--- src/rtl/cdb_writeback_if.sv ---
// Common data bus beat interface between the CDB arbiter and the writeback stage.
// The arbiter drives a beat and its valid; the writeback stage returns ready.
interface cdb_writeback_if #(
    parameter int XLEN  = 32,
    parameter int PD_W  = 10,
    parameter int ROB_W = 6
);
    logic             cdb_valid;
    logic             cdb_ready;
    logic [XLEN-1:0]  cdb_value;
    logic [4:0]       cdb_rd;
    logic [PD_W-1:0]  cdb_pd;
    logic [ROB_W-1:0] cdb_rob;
    logic             cdb_we;
    logic             cdb_is_ctrl;
    logic             cdb_br_taken;
    logic [31:0]      cdb_br_target;
    logic [31:0]      cdb_pc;

    modport master (
        output cdb_valid, cdb_value, cdb_rd, cdb_pd, cdb_rob, cdb_we,
               cdb_is_ctrl, cdb_br_taken, cdb_br_target, cdb_pc,
        input  cdb_ready
    );

    modport slave (
        input  cdb_valid, cdb_value, cdb_rd, cdb_pd, cdb_rob, cdb_we,
               cdb_is_ctrl, cdb_br_taken, cdb_br_target, cdb_pc,
        output cdb_ready
    );
endinterface

--- src/rtl/cdb_writeback.sv ---
// CDB writeback stage: buffers accepted CDB beats in an in-order FIFO and
// retires the head beat in one cycle as a PRF write, RS wakeup, ROB completion
// and branch-resolution report, all firing together.
module cdb_writeback #(
    parameter int XLEN  = 32,
    parameter int DEPTH = 2,
    parameter int PD_W  = 10,
    parameter int ROB_W = 6
) (
    input  logic             clk,
    input  logic             rst,
    cdb_writeback_if.slave   cdb,
    input  logic             flush,
    input  logic             prf_grant,
    output logic             prf_we,
    output logic [PD_W-1:0]  prf_waddr,
    output logic [XLEN-1:0]  prf_wdata,
    output logic             wake_valid,
    output logic [PD_W-1:0]  wake_pd,
    output logic             rob_cmp_valid,
    output logic [ROB_W-1:0] rob_cmp_idx,
    output logic             br_res_valid,
    output logic             br_res_taken,
    output logic [31:0]      br_res_target,
    output logic [31:0]      br_res_pc,
    output logic [ROB_W-1:0] br_res_rob,
    output logic [31:0]      wb_count
);

    localparam int PTR_W = (DEPTH > 1) ? $clog2(DEPTH) : 1;
    localparam int CNT_W = PTR_W + 1;

    typedef struct packed {
        logic [XLEN-1:0]  value;
        logic [4:0]       rd;
        logic [PD_W-1:0]  pd;
        logic [ROB_W-1:0] rob;
        logic             we;
        logic             needs_prf;
        logic             is_ctrl;
        logic             br_taken;
        logic [31:0]      br_target;
        logic [31:0]      pc;
    } entry_t;

    entry_t           mem_q [DEPTH];
    entry_t           mem_d [DEPTH];
    logic [PTR_W-1:0] head_q, head_d;
    logic [PTR_W-1:0] tail_q, tail_d;
    logic [CNT_W-1:0] count_q, count_d;
    logic [31:0]      wb_count_q, wb_count_d;

    entry_t           head_s;
    entry_t           in_s;
    logic             hv_s;
    logic             full_s;
    logic             ready_s;
    logic             push_s;
    logic             pop_s;
    logic             unused_s;

    // Handshake and retire decisions; ready depends only on occupancy and flush.
    always_comb begin
        head_s  = mem_q[head_q];
        hv_s    = (count_q != CNT_W'(0));
        full_s  = (count_q == CNT_W'(DEPTH));
        ready_s = !full_s && !flush;
        push_s  = cdb.cdb_valid && ready_s;
        pop_s   = hv_s && (!head_s.needs_prf || prf_grant) && !flush;

        in_s.value     = cdb.cdb_value;
        in_s.rd        = cdb.cdb_rd;
        in_s.pd        = cdb.cdb_pd;
        in_s.rob       = cdb.cdb_rob;
        in_s.we        = cdb.cdb_we;
        in_s.needs_prf = cdb.cdb_we && (cdb.cdb_pd != PD_W'(0));
        in_s.is_ctrl   = cdb.cdb_is_ctrl;
        in_s.br_taken  = cdb.cdb_br_taken;
        in_s.br_target = cdb.cdb_br_target;
        in_s.pc        = cdb.cdb_pc;
    end

    assign cdb.cdb_ready = ready_s;

    // rd and we travel with the beat for debug visibility; retire only needs needs_prf.
    assign unused_s = ^{head_s.rd, head_s.we};

    // FIFO next-state: push at tail, pop at head, flush empties, retire counter saturates.
    always_comb begin
        mem_d      = mem_q;
        head_d     = head_q;
        tail_d     = tail_q;
        count_d    = count_q;
        wb_count_d = wb_count_q;

        if (flush) begin
            count_d = CNT_W'(0);
            head_d  = tail_q;
        end else begin
            if (push_s) begin
                mem_d[tail_q] = in_s;
                tail_d        = tail_q + PTR_W'(1);
            end else begin
                tail_d = tail_q;
            end

            if (pop_s) begin
                head_d = head_q + PTR_W'(1);
                if (wb_count_q != 32'hFFFF_FFFF) begin
                    wb_count_d = wb_count_q + 32'd1;
                end else begin
                    wb_count_d = wb_count_q;
                end
            end else begin
                head_d = head_q;
            end

            case ({push_s, pop_s})
                2'b10:   count_d = count_q + CNT_W'(1);
                2'b01:   count_d = count_q - CNT_W'(1);
                default: count_d = count_q;
            endcase
        end
    end

    // Retire outputs: strobes only on pop; data shows the head entry or zero when empty.
    always_comb begin
        prf_we        = pop_s && head_s.needs_prf;
        wake_valid    = pop_s && head_s.needs_prf;
        rob_cmp_valid = pop_s;
        br_res_valid  = pop_s && head_s.is_ctrl;

        if (hv_s) begin
            prf_waddr     = head_s.pd;
            prf_wdata     = head_s.value;
            wake_pd       = head_s.pd;
            rob_cmp_idx   = head_s.rob;
            br_res_taken  = head_s.br_taken;
            br_res_target = head_s.br_target;
            br_res_pc     = head_s.pc;
            br_res_rob    = head_s.rob;
        end else begin
            prf_waddr     = PD_W'(0);
            prf_wdata     = XLEN'(0);
            wake_pd       = PD_W'(0);
            rob_cmp_idx   = ROB_W'(0);
            br_res_taken  = 1'b0;
            br_res_target = 32'd0;
            br_res_pc     = 32'd0;
            br_res_rob    = ROB_W'(0);
        end
    end

    assign wb_count = wb_count_q;

    // State registers with asynchronous active-low reset discarding all beats.
    always_ff @(posedge clk or negedge rst) begin
        if (!rst) begin
            for (int i = 0; i < DEPTH; i++) begin
                mem_q[i] <= '0;
            end
            head_q     <= PTR_W'(0);
            tail_q     <= PTR_W'(0);
            count_q    <= CNT_W'(0);
            wb_count_q <= 32'd0;
        end else begin
            mem_q      <= mem_d;
            head_q     <= head_d;
            tail_q     <= tail_d;
            count_q    <= count_d;
            wb_count_q <= wb_count_d;
        end
    end

endmodule

--- src/flat_wrapper.sv ---
// flat-port wrapper written by rule: the top's interface ports become plain ports
module cdb_writeback_flat 
#(
    parameter int XLEN  = 32,
    parameter int DEPTH = 2,
    parameter int PD_W  = 10,
    parameter int ROB_W = 6
)
  (clk, rst, flush, prf_grant, prf_we, prf_waddr, prf_wdata, wake_valid, wake_pd, rob_cmp_valid, rob_cmp_idx, br_res_valid, br_res_taken, br_res_target, br_res_pc, br_res_rob, wb_count, cdb_cdb_valid, cdb_cdb_value, cdb_cdb_rd, cdb_cdb_pd, cdb_cdb_rob, cdb_cdb_we, cdb_cdb_is_ctrl, cdb_cdb_br_taken, cdb_cdb_br_target, cdb_cdb_pc, cdb_cdb_ready);
  cdb_writeback_if #(.XLEN(XLEN), .PD_W(PD_W), .ROB_W(ROB_W)) cdb_i ();
  input  logic clk;
  input  logic rst;
  input  logic flush;
  input  logic prf_grant;
  output logic prf_we;
  output logic [PD_W-1:0] prf_waddr;
  output logic [XLEN-1:0] prf_wdata;
  output logic wake_valid;
  output logic [PD_W-1:0] wake_pd;
  output logic rob_cmp_valid;
  output logic [ROB_W-1:0] rob_cmp_idx;
  output logic br_res_valid;
  output logic br_res_taken;
  output logic [31:0] br_res_target;
  output logic [31:0] br_res_pc;
  output logic [ROB_W-1:0] br_res_rob;
  output logic [31:0] wb_count;
  input wire logic [$bits(cdb_i.cdb_valid)-1:0] cdb_cdb_valid;
  input wire logic [$bits(cdb_i.cdb_value)-1:0] cdb_cdb_value;
  input wire logic [$bits(cdb_i.cdb_rd)-1:0] cdb_cdb_rd;
  input wire logic [$bits(cdb_i.cdb_pd)-1:0] cdb_cdb_pd;
  input wire logic [$bits(cdb_i.cdb_rob)-1:0] cdb_cdb_rob;
  input wire logic [$bits(cdb_i.cdb_we)-1:0] cdb_cdb_we;
  input wire logic [$bits(cdb_i.cdb_is_ctrl)-1:0] cdb_cdb_is_ctrl;
  input wire logic [$bits(cdb_i.cdb_br_taken)-1:0] cdb_cdb_br_taken;
  input wire logic [$bits(cdb_i.cdb_br_target)-1:0] cdb_cdb_br_target;
  input wire logic [$bits(cdb_i.cdb_pc)-1:0] cdb_cdb_pc;
  output wire logic [$bits(cdb_i.cdb_ready)-1:0] cdb_cdb_ready;
  assign cdb_i.cdb_valid = cdb_cdb_valid;
  assign cdb_i.cdb_value = cdb_cdb_value;
  assign cdb_i.cdb_rd = cdb_cdb_rd;
  assign cdb_i.cdb_pd = cdb_cdb_pd;
  assign cdb_i.cdb_rob = cdb_cdb_rob;
  assign cdb_i.cdb_we = cdb_cdb_we;
  assign cdb_i.cdb_is_ctrl = cdb_cdb_is_ctrl;
  assign cdb_i.cdb_br_taken = cdb_cdb_br_taken;
  assign cdb_i.cdb_br_target = cdb_cdb_br_target;
  assign cdb_i.cdb_pc = cdb_cdb_pc;
  assign cdb_cdb_ready = cdb_i.cdb_ready;
  cdb_writeback #(.XLEN(XLEN), .DEPTH(DEPTH), .PD_W(PD_W), .ROB_W(ROB_W)) u_core (.clk(clk), .rst(rst), .cdb(cdb_i), .flush(flush), .prf_grant(prf_grant), .prf_we(prf_we), .prf_waddr(prf_waddr), .prf_wdata(prf_wdata), .wake_valid(wake_valid), .wake_pd(wake_pd), .rob_cmp_valid(rob_cmp_valid), .rob_cmp_idx(rob_cmp_idx), .br_res_valid(br_res_valid), .br_res_taken(br_res_taken), .br_res_target(br_res_target), .br_res_pc(br_res_pc), .br_res_rob(br_res_rob), .wb_count(wb_count));
endmodule
--- config.mk ---
export PLATFORM = sky130hd
export DESIGN_NAME = cdb_writeback_flat
export DESIGN_NICKNAME = d
export VERILOG_FILES = /design/src/rtl/cdb_writeback_if.sv /design/src/rtl/cdb_writeback.sv /design/src/flat_wrapper.sv
export SDC_FILE = /design/constraint.sdc
export NUM_CORES = 1
export LEC_CHECK = 0
export CAP_MARGIN = 25
export CORE_ASPECT_RATIO = 1.2
export CORE_MARGIN = 3
export CORE_UTILIZATION = 50
export DETAILED_ROUTE_END_ITERATION = 7
export GPL_TIMING_DRIVEN = 0
export PLACE_DENSITY = 0.8
export SETUP_SLACK_MARGIN = 0.4
export SYNTH_ARGS = -nofsm -noshare
export SYNTH_HDL_FRONTEND = slang
export SYNTH_SLANG_ARGS = --single-unit
--- constraint.sdc ---
create_clock -name clk -period 2.6 [get_ports clk]
set_input_delay 0.39 -clock clk [delete_from_list [all_inputs] [get_ports clk]]
set_output_delay 0.39 -clock clk [all_outputs]
set_load 0.01 [all_outputs]
# After elaboration in Yosys (flattened, before gate mapping)
# Index checks and enable logic that the tools add are counted.
totals:
  register_bits: 278
  input_bits: 125
  elab_cells: 73
classes:
  addsub: 5
  order_cmp: 3
  eq_ne: 4
  muxes: 16
  bitwise: 3
  reduce_logical: 18
ops:
  columns: ["cell", "count"]
  rows:
  - ["121-bit 2-to-1 mux", 4]
  - ["242-bit bitwise mux", 1]
  - ["121-bit demux with 1-bit select", 1]
  - ["32-bit 2-to-1 mux", 3]
  - ["32-bit by 1-bit adder with 32-bit output (second input constant)", 1]
  - ["32-bit != test (second input constant)", 1]
  - ["10-bit 2-to-1 mux", 1]
  - ["10-bit nonzero test", 1]
  - ["1-bit logical AND", 8]
  - ["6-bit 2-to-1 mux", 1]
  - ["2-bit equality test (second input constant)", 2]
  - ["2-bit >= comparator (second input constant)", 2]
  - ["1-bit NOT with 2-bit output", 2]
  - ["2-bit one-hot mux with 2 select lines", 1]
  - ["2-bit nonzero test", 2]
  - ["1-bit zero test", 3]
  - ["1-bit 2-to-1 mux", 3]
  - ["3-bit AND reduction", 1]
  - ["3-bit nonzero test", 1]
  - ["1-bit adder (second input constant)", 2]
  - ["2-bit by 1-bit adder with 2-bit output (second input constant)", 1]
  - ["2-bit by 1-bit equality test with 1-bit output (second input constant)", 1]
  - ["2-bit by 1-bit < comparator with 1-bit output (second input constant)", 1]
  - ["2-bit 2-to-1 mux", 1]
  - ["other kinds (4)", 4]

# Depth between registers and ports, before layout
# Gate-level depths: netlist of the first run.
logic_depth:
  depth_word: 11
  mapped_depth: 8
  depth_no_buf: 6

# Worst setup path before layout of the first run
# No wires, ideal clock.
synth_timing:
  path_type: "flip-flop to flip-flop"
  from: "reg u_core.wb_count_q[0], in the netlist u_core.wb_count[0]"
  to: "reg u_core.wb_count_q[1], in the netlist u_core.wb_count[1]"
  setup_time_ps: 128
  arrival_time_ps: 1969
  required_ps: 2472
  slack_ps: 504
  stages_incl_launch_ff: 7
  synth_period_minus_slack_ps: 2096
  cell_sequence: "dfrtp_1 ha_1 nand4_2 or3_1 nor4_4 nand2b_1 mux2_1"
synth_between:
  elab_chain_len: 2
  elab_cells_between_ends: 3
synth_rtl:
  columns: ["element", "line_no", "source"]
  rows:
  - ["start, declared", "cdb_writeback.sv:51", "logic [31:0] wb_count_q, wb_count_d;"]
  - ["start signal, assigned", "cdb_writeback.sv:171", "wb_count_q <= wb_count_d;"]
  - ["branches (longest 2 deep; another with 32-bit by 1-bit adder with 32-bit output)", null, null]
# Parallel ways; which one is timed is not known.
# A chain may end at the register's enable or synchronous reset.

# Worst setup path in the final report of the first run
layout_timing:
  from: "reg u_core.head_q"
  to: "out rob_cmp_idx[4]"
layout_between:
  elab_chain_len: 5
layout_rtl:
  columns: ["element", "line_no", "source"]
  rows:
  - ["start, declared", "cdb_writeback.sv:48", "logic [PTR_W-1:0] head_q, head_d;"]
  - ["start signal, assigned", "cdb_writeback.sv:162", "head_q <= PTR_W'(0);"]
  - ["start signal, assigned", "cdb_writeback.sv:168", "head_q <= head_d;"]
  - ["1-bit NOT with 2-bit output (implied by the code)", "cdb_writeback.sv:64", "head_s = mem_q[head_q];"]
  - ["121-bit 2-to-1 mux (implied by the code) (3 in a row)", "cdb_writeback.sv:64", null]
  - ["6-bit 2-to-1 mux", "cdb_writeback.sv:133", "if (hv_s) begin"]
  - ["end, declared", "flat_wrapper.sv:21", "output logic [ROB_W-1:0] rob_cmp_idx;"]
# Every way passes these cells. The select of a mux whose other input is x is not followed.

==> flow_summary.toml, run 1 <==
[layout]
post-route-util = 0.767
layout.nets = 1444
syn2layout_area_growth_pct = 48.3
drive_gt1_frac = 0.492
fillers = 1463

[floorplan]
rows = 61
die_height_microns = 177
die_x_microns = 149
start_util = 0.517
num_io_pins = 291
dieArea_sq_um = 26300
core_sq_um = 23600

[sta]
worst_pin_slew_ns = 0.551
slew_viol_final = 0
relSlewSlack = 0.633
max_freq_mhz = 421
finalCriticalPeriod_ns = 2.38
fin_skew_ns = 0.0258
rsz0062_at_grt = "yes"
finalCritPeriodShare = 0.914
tns_ns = 0
hold_viol_final = 0
setup_viol = 0

[detailed_routing]
vias_per_cell = 5.35
vias = 8846
drc = 0
postRouteAntennaNets = 0
drt-total-wl_microns = 34000
dr.pass1.iters = 4
drt_iter0_markers = 317
detail_route.wl_per_cell_microns = 20.6

[place]
gp_congestion = 0.762
dp_hpwl_microns = 20800
numPortBuffers = 285

[logic_synthesis]
netlist_instances = 934
ys_warn_count = 0
async_flop_share = 1.00
synth_area_sq_um = 12200
ys_ff_latch = 266
synth_ff_type = "dfrtp_1"
synth-edff-count = 0
synth_seq_area_share = 0.546
syn_nets = 1060
synth.avg_cell_area_sq_um = 13.1
post_synth_num_cell_types = 45

[critical_path]
cp.depth = 8
worstPathMaxFanout = 7
path_delay_family = "buffers and inverters"
r2r_slack_ns = 0.26
timing.rr.start = "u_core.count_q[0]$_DFFE_PN0P_"
crit_type = "flop to output port"
crit_path_start_kind = "flop"
cp_data_arrival_time_ns = 1.99
crit_chain = "buf_6, buf_12, buf_12, buf_6, mux2i_2, nor2_2, buf_4, buf_6"
critPathBufInv = 6
cp.required_ns = 2.21
critPathSlowestCell = "dfrtp_1"
reg2regPathDepth = 7
r2r_end = "u_core.mem_q[81]$_DFFE_PN0P_"
crit_path_start = "u_core.head_q$_DFFE_PN0P_"
end_kind = "output port"
cpMostUsedCell = "buf_6"
cpPeakStageDelay_ns = 0.34

[power]
p_leak_nw = 8.06
p_per_area_nw_per_um2 = 1150
peakVddDrop_uv = 703

[global_routing]
grt_first_pass_wirelength_microns = 50000
grtUsageTotal = 0.237
antenna_found_initial = 2
first_global_vias = 9422
globalRouteOverflowTotal = 0
grt_start_max_net_pins = 109

[cts]
cts_sinks = 266
clockBufferDepth = 3
htree_levels = 1
cts_tree = "yes"
clk_pin_slew_worst_paths_ns = 0.06
cts_buffers = 27
clock_latency_ns = 0.53
cts-root-buf = "clkbuf_16"

[run]
max_cap_violations = 0

[min_path]
min_path_type = "input port to asynchronous set/reset pin"

[status]
status = "finished clean"
==> what timing repair did <==
item / 4_1_cts / 5_1_grt
resized for setup: 623 / 264
hold buffers: 1 / 0
endpoints found under the hold margin: 66 / 0
cloned: 6 / 5
pin swaps: 35 / 62
setup buffers: 36 / 20
endpoints found under the setup margin: 235 / 271
==> where the power goes <==
part	leakage, nW	total, mW	internal (mW)	switching, mW
sequential	3.21	7.34	6.03	1.32
clock	0.456	3.95	2.36	1.59
combinational	4.40	9.51	5.61	3.90
total	8.06	20.8	14.0	6.81
==> cell usage in the layout, fill, tap and decap left out, drive strengths merged <==
cell / netlist / routed
xor2: 17 / 17
nor3b: 3 / 3
nor4b: 3 / 3
nor2b: 2 / 2
nand3b: 1 / 1
dfrtp: 266 / 266
clkdlybuf4s15: 0 / 1
clkinv: 0 / 5
nand2: 14 / 14
ha: 1 / 1
inv: 3 / 4
bufinv: 0 / 2
and3: 4 / 4
diode: 0 / 1
mux2i: 115 / 115
nand4: 8 / 8
or4: 1 / 1
buf: 57 / 241
o22ai: 1 / 1
mux2: 233 / 233
o221ai: 1 / 1
dlymetal6s2s: 0 / 1
clkdlybuf4s50: 0 / 150
or2: 2 / 2
a31oi: 2 / 2
clkbuf: 12 / 70
and4: 3 / 3
a32oi: 1 / 1
dlygate4sd3: 0 / 1
nand2b: 2 / 2
bufbuf: 0 / 1
nor3: 10 / 10
nor2: 130 / 130
o21ai: 2 / 2
xnor2: 15 / 15
nand3: 16 / 16
nor4: 6 / 6
or3: 3 / 3
==> worst max-delay path by stage <==
stage / to
5_1_grt: rob_cmp_idx[4]
4_1_cts: br_res_pc[3]
2_1_floorplan: u_core.wb_count[1]$_DFFE_PN0P_
3_3_place_gp: u_core.wb_count[15]$_DFFE_PN0P_
3_5_place_dp: wake_pd[8]
6_report: rob_cmp_idx[4]
==> sequential cells by signal (all words and copies together) (netlist names) <==
signal / flops
u_core.count_q: 2
u_core.head_q: 1
u_core.mem_q: 230
u_core.tail_q: 1
u_core.wb_count: 32
==> worst reg2reg max path, cell delays in order (launching register included) <==
cell and delay [ns]:
dfrtp_1 0.37, buf_6 0.13, nor2b_1 0.19, nor2_2 0.07
nand3_1 0.36, clkbuf_4 0.38, buf_2 0.33, mux2_2 0.39
==> layer usage <==
| metal | part of all wire | vias to the layer above | global-route usage |
|---|---|---|---|
| li1 | - | 4035 | - |
| met1 | 0.39 | 4521 | 0.289 |
| met2 | 0.54 | 249 | 0.428 |
| met3 | 0.059 | 37 | 0.0517 |
| met4 | 0.019 | 4 | 0.0570 |
| met5 | 0.00079 | - | 0 |
==> kinds of logic (layout without fill, tap and decap cells) <==
logic type	after synthesis	in the layout	share of synthesized area
compound gates	7	7	0.00524
xor+xnor	32	32	0.0230
fa+ha+maj	1	1	0.00103
buf+inv	72	476	0.0323
flops	266	266	0.546
mux	348	348	0.311
other cells	0	1	0
simple gates	208	208	0.0816
==> stage by stage <==
step	std cells	power, mW	instance area (sq um)	hold slack, ns	setup slack, ns
finish	1654	20.8	18100	0.404	0.224
global route	1654	21.8	18100	0.452	0.139
CTS	1628	18.9	17000	0.418	0.201
detailed placement	1536	14.1	15500	0.371	-0.577
global placement	1534	13.8	15400	0.479	-10.04
floorplan	934	11.3	12200	0.0944	0.504
==> layout make-up <==
cell class	instances	area, sq um	share of cell area
plain buffers	69	836	0.0462
well taps	315	394	0.0218
clock inverters	8	93.8	0.00519
repair buffers	355	3420	0.189
multi-input cells	596	5850	0.323
inverters	3	13.8	0.000761
clock buffers	41	818	0.0453
flip-flops and latches	266	6660	0.368
diodes	1	2.50	0.000138
==> Yosys cell counts (all sizes together), types with 2 or more instances <==
cell    count  area, sq um
nor2b       2         12.5
inv         3         11.3
and3        4         25.0
nor3b       3         22.5
buf        57          338
o21ai       2         10.0
a31oi       2         12.5
nor4        6         58.8
nor4b       3         26.3
and4        3         26.3
nand2      14         52.6
nand3      16         85.1
clkbuf     12         45.0
nand2b      2         12.5
or3         3         23.8
nand4       8         62.6
xor2       17          149
mux2i     115         1160
or2         2         15.0
dfrtp     266         6660
mux2      233         2620
nor2      130          490
nor3       10         66.3
xnor2      15          131
Power figures use the tool's default switching activity.
==> inputs of run 2 (changes only) <==
--- a/config.mk
+++ b/config.mk
@@ -5,13 +5,14 @@
 export SDC_FILE = /design/constraint.sdc
 export NUM_CORES = 1
 export LEC_CHECK = 0
+export ABC_AREA = 1
 export CAP_MARGIN = 25
 export CORE_ASPECT_RATIO = 1.2
 export CORE_MARGIN = 3
-export CORE_UTILIZATION = 50
+export CORE_UTILIZATION = 40
 export DETAILED_ROUTE_END_ITERATION = 7
 export GPL_TIMING_DRIVEN = 0
-export PLACE_DENSITY = 0.8
+export PLACE_DENSITY = 0.66
 export SETUP_SLACK_MARGIN = 0.4
 export SYNTH_ARGS = -nofsm -noshare
 export SYNTH_HDL_FRONTEND = slang
==> flow_summary.toml, run 2 <==
[floorplan]
rows = 70
core_sq_um = 30800
num_io_pins = 291
die_x_microns = 168
start_util = 0.410
dieArea_sq_um = 33800
die_height_microns = 201

[detailed_routing]
dr.pass1.iters = 5
drc = 0
vias = 12146
drt_iter0_markers = 896
postRouteAntennaNets = 0
detail_route.wl_per_cell_microns = 16.9
vias_per_cell = 5.05
drt-total-wl_microns = 40700

[critical_path]
crit_type = "flop to output port"
setup.worst_path.end = "prf_wdata[1]"
cp.required_ns = 2.21
worstPathMaxFanout = 8
r2r_slack_ns = 0.61
cp_data_arrival_time_ns = 1.97
r2r_end = "u_core.wb_count[20]$_DFFE_PN0P_"
end_kind = "output port"
crit_path_start = "u_core.head_q$_DFFE_PN0P_"
crit_path_start_kind = "flop"
reg2regPathDepth = 11
timing.rr.start = "u_core.wb_count[0]$_DFFE_PN0P_"

[cts]
htree_levels = 1
cts_sinks = 266
clockBufferDepth = 3
cts_buffers = 28
cts_tree = "yes"
clock_latency_ns = 0.56
clk_pin_slew_worst_paths_ns = 0.06
cts-root-buf = "clkbuf_16"

[sta]
slew_viol_final = 0
max_freq_mhz = 424
finalCriticalPeriod_ns = 2.36
hold_viol_final = 0
worst_pin_slew_ns = 0.637
relSlewSlack = 0.575
fin_skew_ns = 0.0166
holdWs_ns = 0.300
rsz0062_at_grt = "yes"
finalCritPeriodShare = 0.908
setup_viol = 0

[logic_synthesis]
synth_common_cells = "nand2_1 (655), dfrtp_1 (266), o21ai_0 (207)"
netlist_instances = 1637
synth_ff_type = "dfrtp_1"
post_synth_num_cell_types = 31
synth-edff-count = 0
ys_warn_count = 0
synth_top_area_cell = "dfrtp_1"
synth.avg_cell_area_sq_um = 7.72
synth_top_area_share = 0.527
ys_ff_latch = 266
async_flop_share = 1.00
syn_nets = 1763
synth_seq_area_share = 0.527
ys_top_cells_by_area = "dfrtp_1 (53%), nand2_1 (19%), o21ai_0 (8.2%)"
synth_area_sq_um = 12600
yosysMostFrequentCell = "nand2_1"

[status]
status = "finished clean"

[power]
p_per_area_nw_per_um2 = 1150
p_leak_nw = 8.89
peakVddDrop_uv = 654

[layout]
largest_reg_flops = 230
layout.nets = 2111
syn2layout_area_growth_pct = 44.2
most-common-layout-cells = "nand2_1 (599), dfrtp_1 (263), o21ai_0 (207)"
finalInstanceArea_sq_um = 18200
drive_gt1_frac = 0.241
layout_commonest_cell = "nand2_1"
regMostFlops = "u_core.mem_q"

[global_routing]
antenna_found_initial = 2
grtUsageTotal = 0.231
first_global_vias = 11881
grt_first_pass_wirelength_microns = 64400
globalRouteOverflowTotal = 0
grt_start_max_net_pins = 124

[run]
max_cap_violations = 0

[place]
numPortBuffers = 285
gp_congestion = 0.888
placed_cell_area_sq_um = 16000
dp_hpwl_microns = 27200

[min_path]
min_path_type = "input port to asynchronous set/reset pin"
-- run 2: cell types whose count changed after synthesis, sizes merged, moves of 13 or more --
cell,before,now
mux2,233,0
nor2,130,58
nand2,14,659
mux2i,115,1
o21ai,2,236
clkbuf,12,51
a21oi,0,115
inv,3,141
nand3b,1,14
-- run 2: where the power goes --
group	leakage [nW]	switching (mW)	total, mW	internal, mW
Combinational	5.08	5.40	9.87	4.47
Clock	0.465	1.70	4.01	2.31
Sequential	3.35	1.11	6.99	5.88
Total	8.89	8.22	20.9	12.7
-- run 2: layout make-up --
| type | count | area [sq um] |
|---|---|---|
| antenna | 2 | 5.00 |
| buffer | 109 | 1030 |
| clock buffer | 41 | 830 |
| clock inverter | 10 | 100 |
| fill | 2842 | 12600 |
| inverter | 141 | 544 |
| multi-input combinational | 1121 | 5720 |
| sequential | 266 | 6660 |
| tap | 396 | 495 |
| timing repair buffer | 318 | 2820 |
-- run 2: repair_timing --
item,in CTS,in global routing
endpoints found under the setup margin,134,151
pin swaps,39,55
hold buffers,1,0
gates resized for setup,779,135
cloned,7,2
endpoints found under the hold margin,32,0
buffers inserted,17,4
-- run 2: stage by stage --
step	util	worst slack [ns]	setup TNS [ns]	power, mW	std cells
5_1_grt	0.591	0.160	0	22.2	2404
3_3_place_gp	0.518	-10.26	-2758.96	14.6	2318
4_1_cts	0.578	0.241	0	20.2	2396
2_1_floorplan	-	0.649	0	10.9	1637
3_5_place_dp	0.520	-0.707	-37.49	14.8	2320
6_report	0.591	0.240	0	20.9	2404
-- run 2: cells by family (layout without fill, tap and decap cells) --
group                      count (synthesis)  in the layout  share of synthesized area
AOI/OAI and AO/OA                        352            352                      0.140
xor gates and xnor gates                  13             13                    0.00901
adders and majority gates                  1              1                   0.000990
buffers and inverters                    250            619                     0.0852
DFF                                      266            266                      0.527
muxes                                      1              1                   0.000793
other                                      0              2                          0
and+or+nand+nor                          754            754                      0.237
-- run 2: routing by layer --
layer  vias to the layer above  wire length [microns]  global-route usage
met1                      5885                  17600               0.317
met4                         0                    971              0.0582
li1                       5835                      -                   -
met2                       366                  19900               0.385
met3                        60                   2230              0.0376
met5                         -                      0                   0
-- run 2: worst min path at each step --
stage | from | endpoint | slack, ns | cells after the start
floorplan | rst | u_core.count_q[0]$_DFFE_PN0P_ | 0.09 | 0
global placement | u_core.mem_q[57]$_DFFE_PN0P_ | u_core.mem_q[57]$_DFFE_PN0P_ | 0.47 | 2
detailed placement | rst | u_core.mem_q[166]$_DFFE_PN0P_ | 0.28 | 1
CTS | rst | u_core.mem_q[42]$_DFFE_PN0P_ | 0.28 | 2
global route | rst | u_core.mem_q[42]$_DFFE_PN0P_ | 0.31 | 2
finish | rst | u_core.mem_q[42]$_DFFE_PN0P_ | 0.30 | 2
-- run 2: worst max-delay path: stages (launching register included) --
cell and delay (ns):
dfrtp_1 0.39, buf_8 0.15, inv_12 0.08, buf_12 0.10, buf_16 0.15, clkbuf_16 0.18
nand2_4 0.05, a21oi_2 0.15, buf_2 0.15
